--- src/rtl/riscv_v_rf_dump.sv ---
// Vector RF dump reader: walks a register range over the syn_addr/syn_data port and streams each register as OUT_W-bit beats.
// Define RISCV_V_RF_DUMP_CSUM_EN to append an XOR checksum beat (adds the dump_csum output).
module riscv_v_rf_dump #(
  parameter int unsigned NUM_REGS = 32,
  parameter int unsigned VLEN     = 128,
  parameter int unsigned OUT_W    = 32,
  parameter int unsigned RD_LAT   = 0,
  localparam int unsigned ADDR_W  = $clog2(NUM_REGS),
  localparam int unsigned BEATS   = VLEN / OUT_W,
  localparam int unsigned BEAT_W  = (BEATS > 1) ? $clog2(BEATS) : 1
) (
  input  logic              clk,
  input  logic              rst,
  input  logic              start,
  input  logic [ADDR_W-1:0] first_reg,
  input  logic [ADDR_W-1:0] last_reg,
  output logic              busy,
  output logic              done,
  output logic [ADDR_W-1:0] syn_addr,
  input  logic [VLEN-1:0]   syn_data,
  output logic              dump_valid,
  input  logic              dump_ready,
  output logic [OUT_W-1:0]  dump_data,
  output logic [ADDR_W-1:0] dump_reg,
  output logic [BEAT_W-1:0] dump_beat,
  output logic              dump_last
`ifdef RISCV_V_RF_DUMP_CSUM_EN
  ,
  output logic              dump_csum
`endif
);

  localparam int unsigned CNT_W     = (RD_LAT > 1) ? $clog2(RD_LAT) : 1;
  localparam int unsigned WAIT_LAST = (RD_LAT > 0) ? RD_LAT - 1 : 0;

  typedef enum logic [2:0] {
    S_IDLE, S_ADDR, S_WAIT, S_CAPTURE, S_SEND, S_CSUM, S_DONE
  } state_t;

  state_t              state_q, state_d;
  logic [ADDR_W-1:0]   cur_q, cur_d;
  logic [ADDR_W-1:0]   last_q, last_d;
  logic [ADDR_W-1:0]   addr_q, addr_d;
  logic [VLEN-1:0]     shadow_q, shadow_d;
  logic [BEAT_W-1:0]   beat_q, beat_d;
  logic [CNT_W-1:0]    wait_q, wait_d;
  logic [OUT_W-1:0]    word;
  logic [ADDR_W-1:0]   cur_next;
`ifdef RISCV_V_RF_DUMP_CSUM_EN
  logic [OUT_W-1:0]    csum_q, csum_d;
`endif

  assign syn_addr = addr_q;
  assign word     = shadow_q[int'(beat_q) * OUT_W +: OUT_W];
  assign cur_next = (cur_q == ADDR_W'(NUM_REGS - 1)) ? '0 : cur_q + 1'b1;

  always_ff @(posedge clk) begin
    if (rst) begin
      state_q  <= S_IDLE;
      cur_q    <= '0;
      last_q   <= '0;
      addr_q   <= '0;
      shadow_q <= '0;
      beat_q   <= '0;
      wait_q   <= '0;
`ifdef RISCV_V_RF_DUMP_CSUM_EN
      csum_q   <= '0;
`endif
    end else begin
      state_q  <= state_d;
      cur_q    <= cur_d;
      last_q   <= last_d;
      addr_q   <= addr_d;
      shadow_q <= shadow_d;
      beat_q   <= beat_d;
      wait_q   <= wait_d;
`ifdef RISCV_V_RF_DUMP_CSUM_EN
      csum_q   <= csum_d;
`endif
    end
  end

  always_comb begin
    state_d    = state_q;
    cur_d      = cur_q;
    last_d     = last_q;
    addr_d     = addr_q;
    shadow_d   = shadow_q;
    beat_d     = beat_q;
    wait_d     = wait_q;
    busy       = 1'b0;
    done       = 1'b0;
    dump_valid = 1'b0;
    dump_data  = '0;
    dump_reg   = '0;
    dump_beat  = '0;
    dump_last  = 1'b0;
`ifdef RISCV_V_RF_DUMP_CSUM_EN
    csum_d     = csum_q;
    dump_csum  = 1'b0;
`endif
    case (state_q)
      S_IDLE: begin
        if (start) begin
          cur_d   = first_reg;
          last_d  = last_reg;
          addr_d  = first_reg;
          state_d = S_ADDR;
`ifdef RISCV_V_RF_DUMP_CSUM_EN
          csum_d  = '0;
`endif
        end
      end
      S_ADDR: begin
        busy   = 1'b1;
        wait_d = '0;
        state_d = (RD_LAT == 0) ? S_CAPTURE : S_WAIT;
      end
      S_WAIT: begin
        busy = 1'b1;
        if (wait_q == CNT_W'(WAIT_LAST)) state_d = S_CAPTURE;
        else wait_d = wait_q + 1'b1;
      end
      S_CAPTURE: begin
        busy     = 1'b1;
        shadow_d = syn_data;
        beat_d   = '0;
        state_d  = S_SEND;
      end
      S_SEND: begin
        busy       = 1'b1;
        dump_valid = 1'b1;
        dump_data  = word;
        dump_reg   = cur_q;
        dump_beat  = beat_q;
`ifndef RISCV_V_RF_DUMP_CSUM_EN
        dump_last  = (beat_q == BEAT_W'(BEATS - 1)) && (cur_q == last_q);
`endif
        if (dump_ready) begin
`ifdef RISCV_V_RF_DUMP_CSUM_EN
          csum_d = csum_q ^ word;
`endif
          if (beat_q == BEAT_W'(BEATS - 1)) begin
            if (cur_q == last_q) begin
`ifdef RISCV_V_RF_DUMP_CSUM_EN
              state_d = S_CSUM;
`else
              state_d = S_DONE;
`endif
            end else begin
              // range may wrap past NUM_REGS-1 back to register 0
              cur_d   = cur_next;
              addr_d  = cur_next;
              state_d = S_ADDR;
            end
          end else begin
            beat_d = beat_q + 1'b1;
          end
        end
      end
      S_CSUM: begin
`ifdef RISCV_V_RF_DUMP_CSUM_EN
        busy       = 1'b1;
        dump_valid = 1'b1;
        dump_data  = csum_q;
        dump_reg   = last_q;
        dump_last  = 1'b1;
        dump_csum  = 1'b1;
        if (dump_ready) state_d = S_DONE;
`else
        state_d = S_IDLE;
`endif
      end
      S_DONE: begin
        done    = 1'b1;
        state_d = S_IDLE;
      end
      default: state_d = S_IDLE;
    endcase
  end

endmodule

--- config.mk ---
export PLATFORM = sky130hd
export DESIGN_NAME = riscv_v_rf_dump
export DESIGN_NICKNAME = d
export VERILOG_FILES = /design/src/rtl/riscv_v_rf_dump.sv
export SDC_FILE = /design/constraint.sdc
export NUM_CORES = 1
export LEC_CHECK = 0
export CORE_ASPECT_RATIO = 1.4
export CORE_MARGIN = 4
export CORE_UTILIZATION = 51
export CTS_CLUSTER_DIAMETER = 120
export CTS_CLUSTER_SIZE = 16
export DETAILED_ROUTE_END_ITERATION = 16
export PLACE_DENSITY = 0.95
export REMOVE_ABC_BUFFERS = 1
export SLEW_MARGIN = 5
export SYNTH_ARGS = -nofsm -noshare
export SYNTH_HDL_FRONTEND = slang
export SYNTH_SLANG_ARGS = --single-unit
--- constraint.sdc ---
create_clock -name clk -period 4.2 [get_ports clk]
set_input_delay 0.63 -clock clk [delete_from_list [all_inputs] [get_ports clk]]
set_output_delay 0.63 -clock clk [all_outputs]
set_load 0.05 [all_outputs]
* Word level (Yosys, flattened, before mapping) *
Cells that the tools add are included.

storage, ports and cells
  memory bits (read-only) = 0
  word-level logic and storage cells = 58
  output and inout bits = 48
  memory bits (writable) = 0
  latch bits = 0
  flip-flop bits (word level) = 144
  memories = 0

cells by class
  eq/ne operators = 14
  multiply operators = 0
  shifts and indexed selects = 1
  divide/modulo/power cells = 0
  reductions and logical operators = 10
  $lt $le $gt $ge = 0
  bitwise logic cells = 0
  mux-type cells = 24
  add/subtract/negate cells = 3

operator list
  kind                                                                   number
  128-bit by 8-bit variable part select with 32-bit output               1
  32-bit two-way mux                                                     1
  5-bit two-way mux                                                      6
  3-bit two-way mux                                                      5
  3-bit one-hot mux with 5 select lines                                  1
  2-bit inequality test, second input constant                           6
  5-bit one-hot mux with 2 select lines                                  1
  3-bit by 2-bit equality test with 1-bit output, second input constant  2
  3-bit equality test, second input constant                             2
  2-bit two-way mux                                                      3
  2-bit nonzero test                                                     3
  5-bit by 1-bit adder with 5-bit output, second input constant          1
  5-bit equality test                                                    1
  5-bit equality test, second input constant                             1
  1-bit two-way mux                                                      5
  5-bit AND reduction                                                    1
  2-bit one-hot mux with 2 select lines                                  1
  4-bit AND reduction                                                    1
  4-bit OR reduction                                                     1
  3-bit by 1-bit equality test with 1-bit output, second input constant  1
  3-bit logical NOT                                                      1
  3-bit AND reduction                                                    1
  2-bit by 1-bit adder with 2-bit output, second input constant          1
  2-bit equality test, second input constant                             1
  4 further kinds                                                        4

* Longest topological paths before layout *
Gate-level depths: netlist of the first run.

  depth in word-level cells = 6
  gate-level depth with buffers = 7
  gate-level depth less buffers = 7

* Worst setup path before layout of the first run *
No wires, ideal clock.

  kind = register to output
  from = register, netlist name syn_addr[2]
  to = output dump_last
  path slack = 1,288 ps
  arrival = 2,282 ps
  stages on the path, launching flop included = 4
  cells stage by stage = dfxtp_1 > xor2_1 > or2_1 > nor3_1

RTL lines
  what              RTL line  text
  end: declaration  26        output logic dump_last

* Worst setup path after layout of the first run *
  from = register beat_q[0]
  to = output dump_data[7]

on the way
  word-level cells in the longest chain between the ends = 2

ends and longest elaborated chain
  what                                                      RTL line  text
  start: declaration                                        45        logic [BEAT_W-1:0] beat_q, beat_d;
  start signal: assignment                                  75        beat_q <= beat_d;
  128-bit by 8-bit variable part select with 32-bit output  54        assign word = shadow_q[int'(beat_q) * OUT_W +: OUT_W];
  32-bit two-way mux                                        102       case (state_q)
  end: declaration                                          23        output logic [OUT_W-1:0] dump_data,

Every way passes these cells.

==> flow_summary.json, run 1 <==
{
  "vias_per_cell": 5.47,
  "grt_pass1_vias": 5838,
  "critPathArrivalTime_ps": 2830,
  "final_common_cell": "nand2_1",
  "fmax_ghz": 0.289,
  "clk_path_buf_depth": 2,
  "end_kind": "output port",
  "finalCritPeriodShare_pct": 82.4,
  "core_region_area_um2": 12000,
  "wl_met2_mm": 9.38,
  "grt_max_degree": 75,
  "worst-path-max-fanout": 16,
  "worst_skew_pair.late_latency_ps": 410,
  "final_cell_mix": "268 x nand2_1, 188 x clkdlybuf4s50_1, 141 x dfxtp_1, 136 x a21oi_1, 40 x and2_1",
  "drive_gt1_share_pct": 9.16,
  "pre_cts_ws_ps": 1140,
  "hp-class": "flop to flop",
  "outcome": "finished, final reports clean",
  "ios": 190,
  "powerDensity_nw_per_um2": 435,
  "syn-instance-count": 747,
  "setup_viol": 0,
  "ys_seq_area_share_pct": 45.2,
  "grtUsageTotal_pct": 24.3,
  "cts_made_buffers": 17,
  "met3_length_mm": 1.22,
  "post-route-util_pct": 73.6,
  "wl_met1_mm": 6.15,
  "critPathSlowestCell": "clkdlybuf4s50_1",
  "hold_viol_final": 0,
  "rsz0062_at_grt": "no",
  "die_w_um": 102,
  "ir_worst_vdd_mv": 0.245,
  "clock-root-buffer": "clkbuf_16",
  "p_leak_nw": 3.09,
  "cts_tree": "done",
  "finClkSkew_ps": 7.89,
  "dp_hpwl_mm": 12.1,
  "start_kind": "flop",
  "crit_type": "flop to output port",
  "path_cells": "buf_4 -> mux4_2 -> and2_1 -> clkdlybuf4s50_1",
  "hold_buffers": 0,
  "fin_area_um2": 8830,
  "highest_layer": "met4",
  "fin_total_pwr_mw": 3.84,
  "tightest_slew_ps": 1170,
  "antenna_left": 0,
  "avgSynthCellArea_um2": 8.48,
  "clk_pin_slew_worst_paths_ps": 60,
  "wl_per_cell_um": 16.5,
  "drt_wl_total_mm": 17.6,
  "post_cts_buffers": 0,
  "ys_warn_count": 0,
  "relSlewSlack_pct": 22.0,
  "n_antenna_cell": 0,
  "max_stage_delay_ps": 720,
  "layout_min_cycle_time_ps": 3460,
  "finalWorstSetupSlack_ps": 737,
  "ctsResizeCount": 0,
  "drv_slew": 0,
  "drtIter0Drc": 283,
  "port_buffers": 189,
  "drv_cap": 0,
  "fp-row-count": 47,
  "dpl_cell_area_um2": 8250,
  "num_vias": 5817,
  "grt_pass1_wl_mm": 27.4,
  "ys_types": 40,
  "die_area_um2": 14300,
  "htree_levels": 4,
  "cts.sinks": 143,
  "final_nets": 1049,
  "drc": 0,
  "chipHeight_um": 140,
  "antenna_found_initial": 0,
  "gp_congestion": 0.862,
  "syn-cell-area_um2": 6340,
  "syn2layout_area_growth_pct": 39.4,
  "required_ps": 3570,
  "start_util_pct": 52.8,
  "dr.pass1.iters": 5,
  "overflow": 0,
  "synth-seq-cells": 143
}
[critical path: cells and delay by family (launching register included)]
kind	cells	cell delay, ps
buf+inv	2	1040
flops	1	700
mux	1	520
simple gates	1	160
[state kept, by name, summed over array words and instances (netlist names)]
signal,count
shadow_q,128
last_q,5
syn_addr,5
state_q,3
beat_q,2
[cells in the mapped netlist, drive strengths merged]
master / number / share of area, %
o21a: 1 / 0.12
nand3b: 2 / 0.43
xnor2: 4 / 0.55
a21oi: 136 / 11
o21ai: 1 / 0.079
nor3: 2 / 0.16
and2b: 1 / 0.12
clkinv: 1 / 0.26
mux4: 32 / 11
mux2: 3 / 0.59
nand2: 268 / 16
o31ai: 1 / 0.34
nor2b: 2 / 0.20
buf: 32 / 2.7
and3: 4 / 0.39
xor2: 3 / 0.41
nand4: 1 / 0.099
nor2: 11 / 0.69
mux2i: 7 / 1.1
o221ai: 2 / 0.28
nand3: 4 / 0.32
ha: 3 / 0.59
o2bb2ai: 1 / 0.14
or2: 1 / 0.099
or4b: 1 / 0.22
o32ai: 3 / 0.53
a211oi: 1 / 0.12
inv: 4 / 0.24
or3b: 1 / 0.14
or3: 1 / 0.099
clkbuf: 28 / 1.7
and2: 40 / 3.9
dfxtp: 143 / 45
nor3b: 2 / 0.24
[report_power, final]
part	internal, mW	switching, mW	total [mW]
Sequential	1.50	0.0981	1.59
Combinational	0.352	0.434	0.786
Clock	0.893	0.571	1.46
Total	2.74	1.10	3.84
[final timing paths]
path / from / endpoint / slack [ps] / depth (start not counted)
setup / recovery: beat_q[0] / dump_data[7] / 740 / 4
hold / removal: shadow_q[91] / shadow_q[91] / 450 / 2
setup reg to reg: state_q[1] / shadow_q[116] / 1910 / 5
hold reg to reg: shadow_q[91] / shadow_q[91] / 450 / 2
[logic make-up (layout without fill, tap and decap cells)]
| kind of cell | after synthesis | in the layout | share of synthesized area, % |
|---|---|---|---|
| flip-flops | 143 | 143 | 45.2 |
| AO/OA/AOI/OAI | 146 | 146 | 12.3 |
| XOR/XNOR | 7 | 7 | 0.968 |
| adder cells (fa/ha/maj) | 3 | 3 | 0.592 |
| buffers and inverters | 65 | 235 | 4.82 |
| multiplexers | 42 | 42 | 13.1 |
| AND/OR/NAND/NOR | 341 | 341 | 23.0 |
[metal layers]
| metal | track usage [%] | up-vias |
|---|---|---|
| met4 | 11.7 | 0 |
| met3 | 6.41 | 50 |
| met5 | 0 | - |
| li1 | - | 2803 |
| met1 | 25.7 | 2739 |
| met2 | 43.7 | 225 |
[stage by stage]
stage | setup TNS (ps) | hold slack (ps) | instances
global route | 0 | 467 | 1064
finish | 0 | 451 | 1064
floorplan | -70050 | 427 | 687
global placement | 0 | 439 | 1032
CTS | 0 | 452 | 1064
detailed placement | 0 | 443 | 1032
[area by class of cell]
| class | count | area (um2) |
|---|---|---|
| Timing Repair Buffer | 198 | 1990 |
| Sequential cell | 143 | 2870 |
| Clock inverter | 12 | 134 |
| Tap cell | 147 | 184 |
| Inverter | 5 | 31.3 |
| Multi-Input combinational cell | 539 | 3180 |
| Clock buffer | 20 | 447 |
| Fill cell | 841 | 3170 |
Note: power is estimated with default switching activity, not from simulation.
==> run 2: changes to the inputs <==
--- a/config.mk
+++ b/config.mk
@@ -7,11 +7,11 @@
 export LEC_CHECK = 0
 export CORE_ASPECT_RATIO = 1.4
 export CORE_MARGIN = 4
-export CORE_UTILIZATION = 51
+export CORE_UTILIZATION = 47
 export CTS_CLUSTER_DIAMETER = 120
 export CTS_CLUSTER_SIZE = 16
 export DETAILED_ROUTE_END_ITERATION = 16
-export PLACE_DENSITY = 0.95
+export PLACE_DENSITY = 0.91
 export REMOVE_ABC_BUFFERS = 1
 export SLEW_MARGIN = 5
 export SYNTH_ARGS = -nofsm -noshare
==> constraint.sdc (replaced) <==
create_clock -name clk -period 3.4 [get_ports clk]
set_input_delay 0.51 -clock clk [delete_from_list [all_inputs] [get_ports clk]]
set_output_delay 0.51 -clock clk [all_outputs]
set_load 0.05 [all_outputs]
==> run 2 against run 1 <==
Effect of this change:
- combinational power is 22% higher
- clock power rose by 35%
- flip-flop and latch count unchanged
- final cell count increased by 2.7%
- sequential power increased by 23%
- clock-buffer cell count is 1 lower
- via count is 2.0% lower
- sequential share of layout area down 0.28 points
- utilization is 5.4 points lower
- worst hold slack gained 1.0 ps
- routed wire length down 5.1%
- clock skew up 1.9 ps
- highest routed layer is now met5
==> flow_summary.json, run 2 (synthesized netlist as in run 1, its figures left out) <==
{
  "antenna_left": 0,
  "fmax_ghz": 0.314,
  "core_region_area_um2": 13100,
  "ir_worst_vdd_mv": 0.328,
  "switchingPower_mw": 1.35,
  "num_vias": 5702,
  "reg2reg_depth": 7,
  "outcome": "finished, final reports clean",
  "overflow": 0,
  "finalWorstSetupSlack_ps": 211,
  "worst_skew_pair.late_latency_ps": 400,
  "met3_length_um": 951,
  "finalCritPeriodShare_pct": 93.8,
  "timing.setup.tns_ps": 0,
  "hp-class": "flop to flop",
  "vias_per_cell": 5.22,
  "dr.pass1.iters": 5,
  "registers.top_by_ff_count": "shadow_q",
  "required_ps": 2890,
  "start_kind": "flop",
  "clk_path_buf_depth": 2,
  "tightest_slew_ps": 715,
  "final_cell_mix": "268 x nand2_1, 187 x clkdlybuf4s50_1, 141 x dfxtp_1, 136 x a21oi_1, 40 x and2_1",
  "die_w_um": 106,
  "grtUsageTotal_pct": 21.2,
  "holdPathStages": 2,
  "worst-path-max-fanout": 45,
  "wl_met2_mm": 8.77,
  "cts_tree": "done",
  "clockPowerShare_pct": 40.3,
  "dp_hpwl_mm": 11.4,
  "pre_cts_ws_ps": 579,
  "layout_min_cycle_time_ps": 3190,
  "syn2layout_area_growth_pct": 40.6,
  "final_nets": 1048,
  "pwr-share-comb_pct": 19.6,
  "swShare_pct": 27.7,
  "die_area_um2": 15400,
  "n_antenna_cell": 0,
  "cts_made_buffers": 17,
  "end_kind": "output port",
  "ios": 190,
  "setup_viol": 0,
  "seq_power_share_pct": 40.1,
  "relSlewSlack_pct": 52.3,
  "drv_slew": 0,
  "grt_pass1_wl_mm": 26.6,
  "nFillCells": 1006,
  "antenna_found_initial": 3,
  "chipHeight_um": 145,
  "drt_wl_total_mm": 16.7,
  "drtIter0Drc": 233,
  "clk_pin_slew_worst_paths_ps": 60,
  "grt_max_degree": 127,
  "cts.sinks": 143,
  "critPathArrivalTime_ps": 2680,
  "post_cts_buffers": 0,
  "power.internal_mw": 3.53,
  "largest_reg_flops": 128,
  "fp-row-count": 49,
  "crit_type": "flop to output port",
  "grt_pass1_vias": 5565,
  "htree_levels": 4,
  "hold_viol_final": 0,
  "final_common_cell": "nand2_1",
  "drive_gt1_share_pct": 9.07,
  "p_leak_nw": 3.12,
  "rsz0062_at_grt": "no",
  "wl_per_cell_um": 15.2,
  "clock-root-buffer": "clkbuf_16",
  "drv_cap": 0,
  "powerDensity_nw_per_um2": 548,
  "highest_layer": "met5",
  "drc": 0,
  "gp_congestion": 0.910,
  "start_util_pct": 48.5,
  "wl_met1_mm": 6.36,
  "port_buffers": 189,
  "finClkSkew_ps": 9.76
}
## run 2: changes by cell type in the layout (fill, tap and decap cells not counted), sizes merged
cell,previous run,this run
clkinv,7,4
bufinv,2,4
dlymetal6s2s,0,1
clkinvlp,2,1
clkbuf,20,19
inv,6,8
buf,10,9
clkdlybuf4s50,188,187
## run 2: layout make-up
type	count	area, um2	area share (%)
multi-input cells	539	3180	35.6
clock buffers	19	443	4.97
clock inverters	12	181	2.04
flip-flops and latches	143	2870	32.2
repair buffers	197	1990	22.3
well taps	178	223	2.50
inverters	5	31.3	0.351
## run 2: metrics by stage
step           hold WS, ps  area (um2)  std cells  power, mW  util [%]
2_1_floorplan          427        6060        687       2.57         -
3_3_place_gp           439        8280       1062       2.92      63.4
3_5_place_dp           444        8280       1062       2.95      63.4
4_1_cts                452        8910       1093       4.92      68.2
5_1_grt                472        8910       1093       5.10      68.2
6_report               452        8910       1093       4.88      68.2
## run 2: final timing paths
kind / from / endpoint / slack (ps)
max: state_q[2] / dump_data[3] / 210
min reg2reg: shadow_q[51] / shadow_q[51] / 450
max reg2reg: syn_addr[0] / syn_addr[3] / 1230
min: shadow_q[51] / shadow_q[51] / 450
## run 2: critical path, stage by stage (launching register included)
cell             delay, ps
dfxtp_1                480
or3b_1                 580
clkinv_8               240
and2_1                 170
clkdlybuf4s50_1        800
## run 2: repair_timing
item	in CTS	in global routing
resized for setup	0	1
hold buffers	0	0
hold endpoints to repair	0	0
setup endpoints to repair	0	1
## run 2: layer usage
layer,vias up,global-route usage [%]
met3,41,5.33
met1,2670,23.7
met4,6,10.6
li1,2808,-
met2,177,37.1
met5,-,0
## run 2: power by group through the flow
stage,logic [mW],clock network [mW],registers (mW)
after global placement,0.940,0,1.98
after global routing,1.05,2.08,1.98
final,0.956,1.97,1.96
after CTS,0.965,2.00,1.96
after floorplan,0.571,0,2.00
after detailed placement,0.961,0,1.99
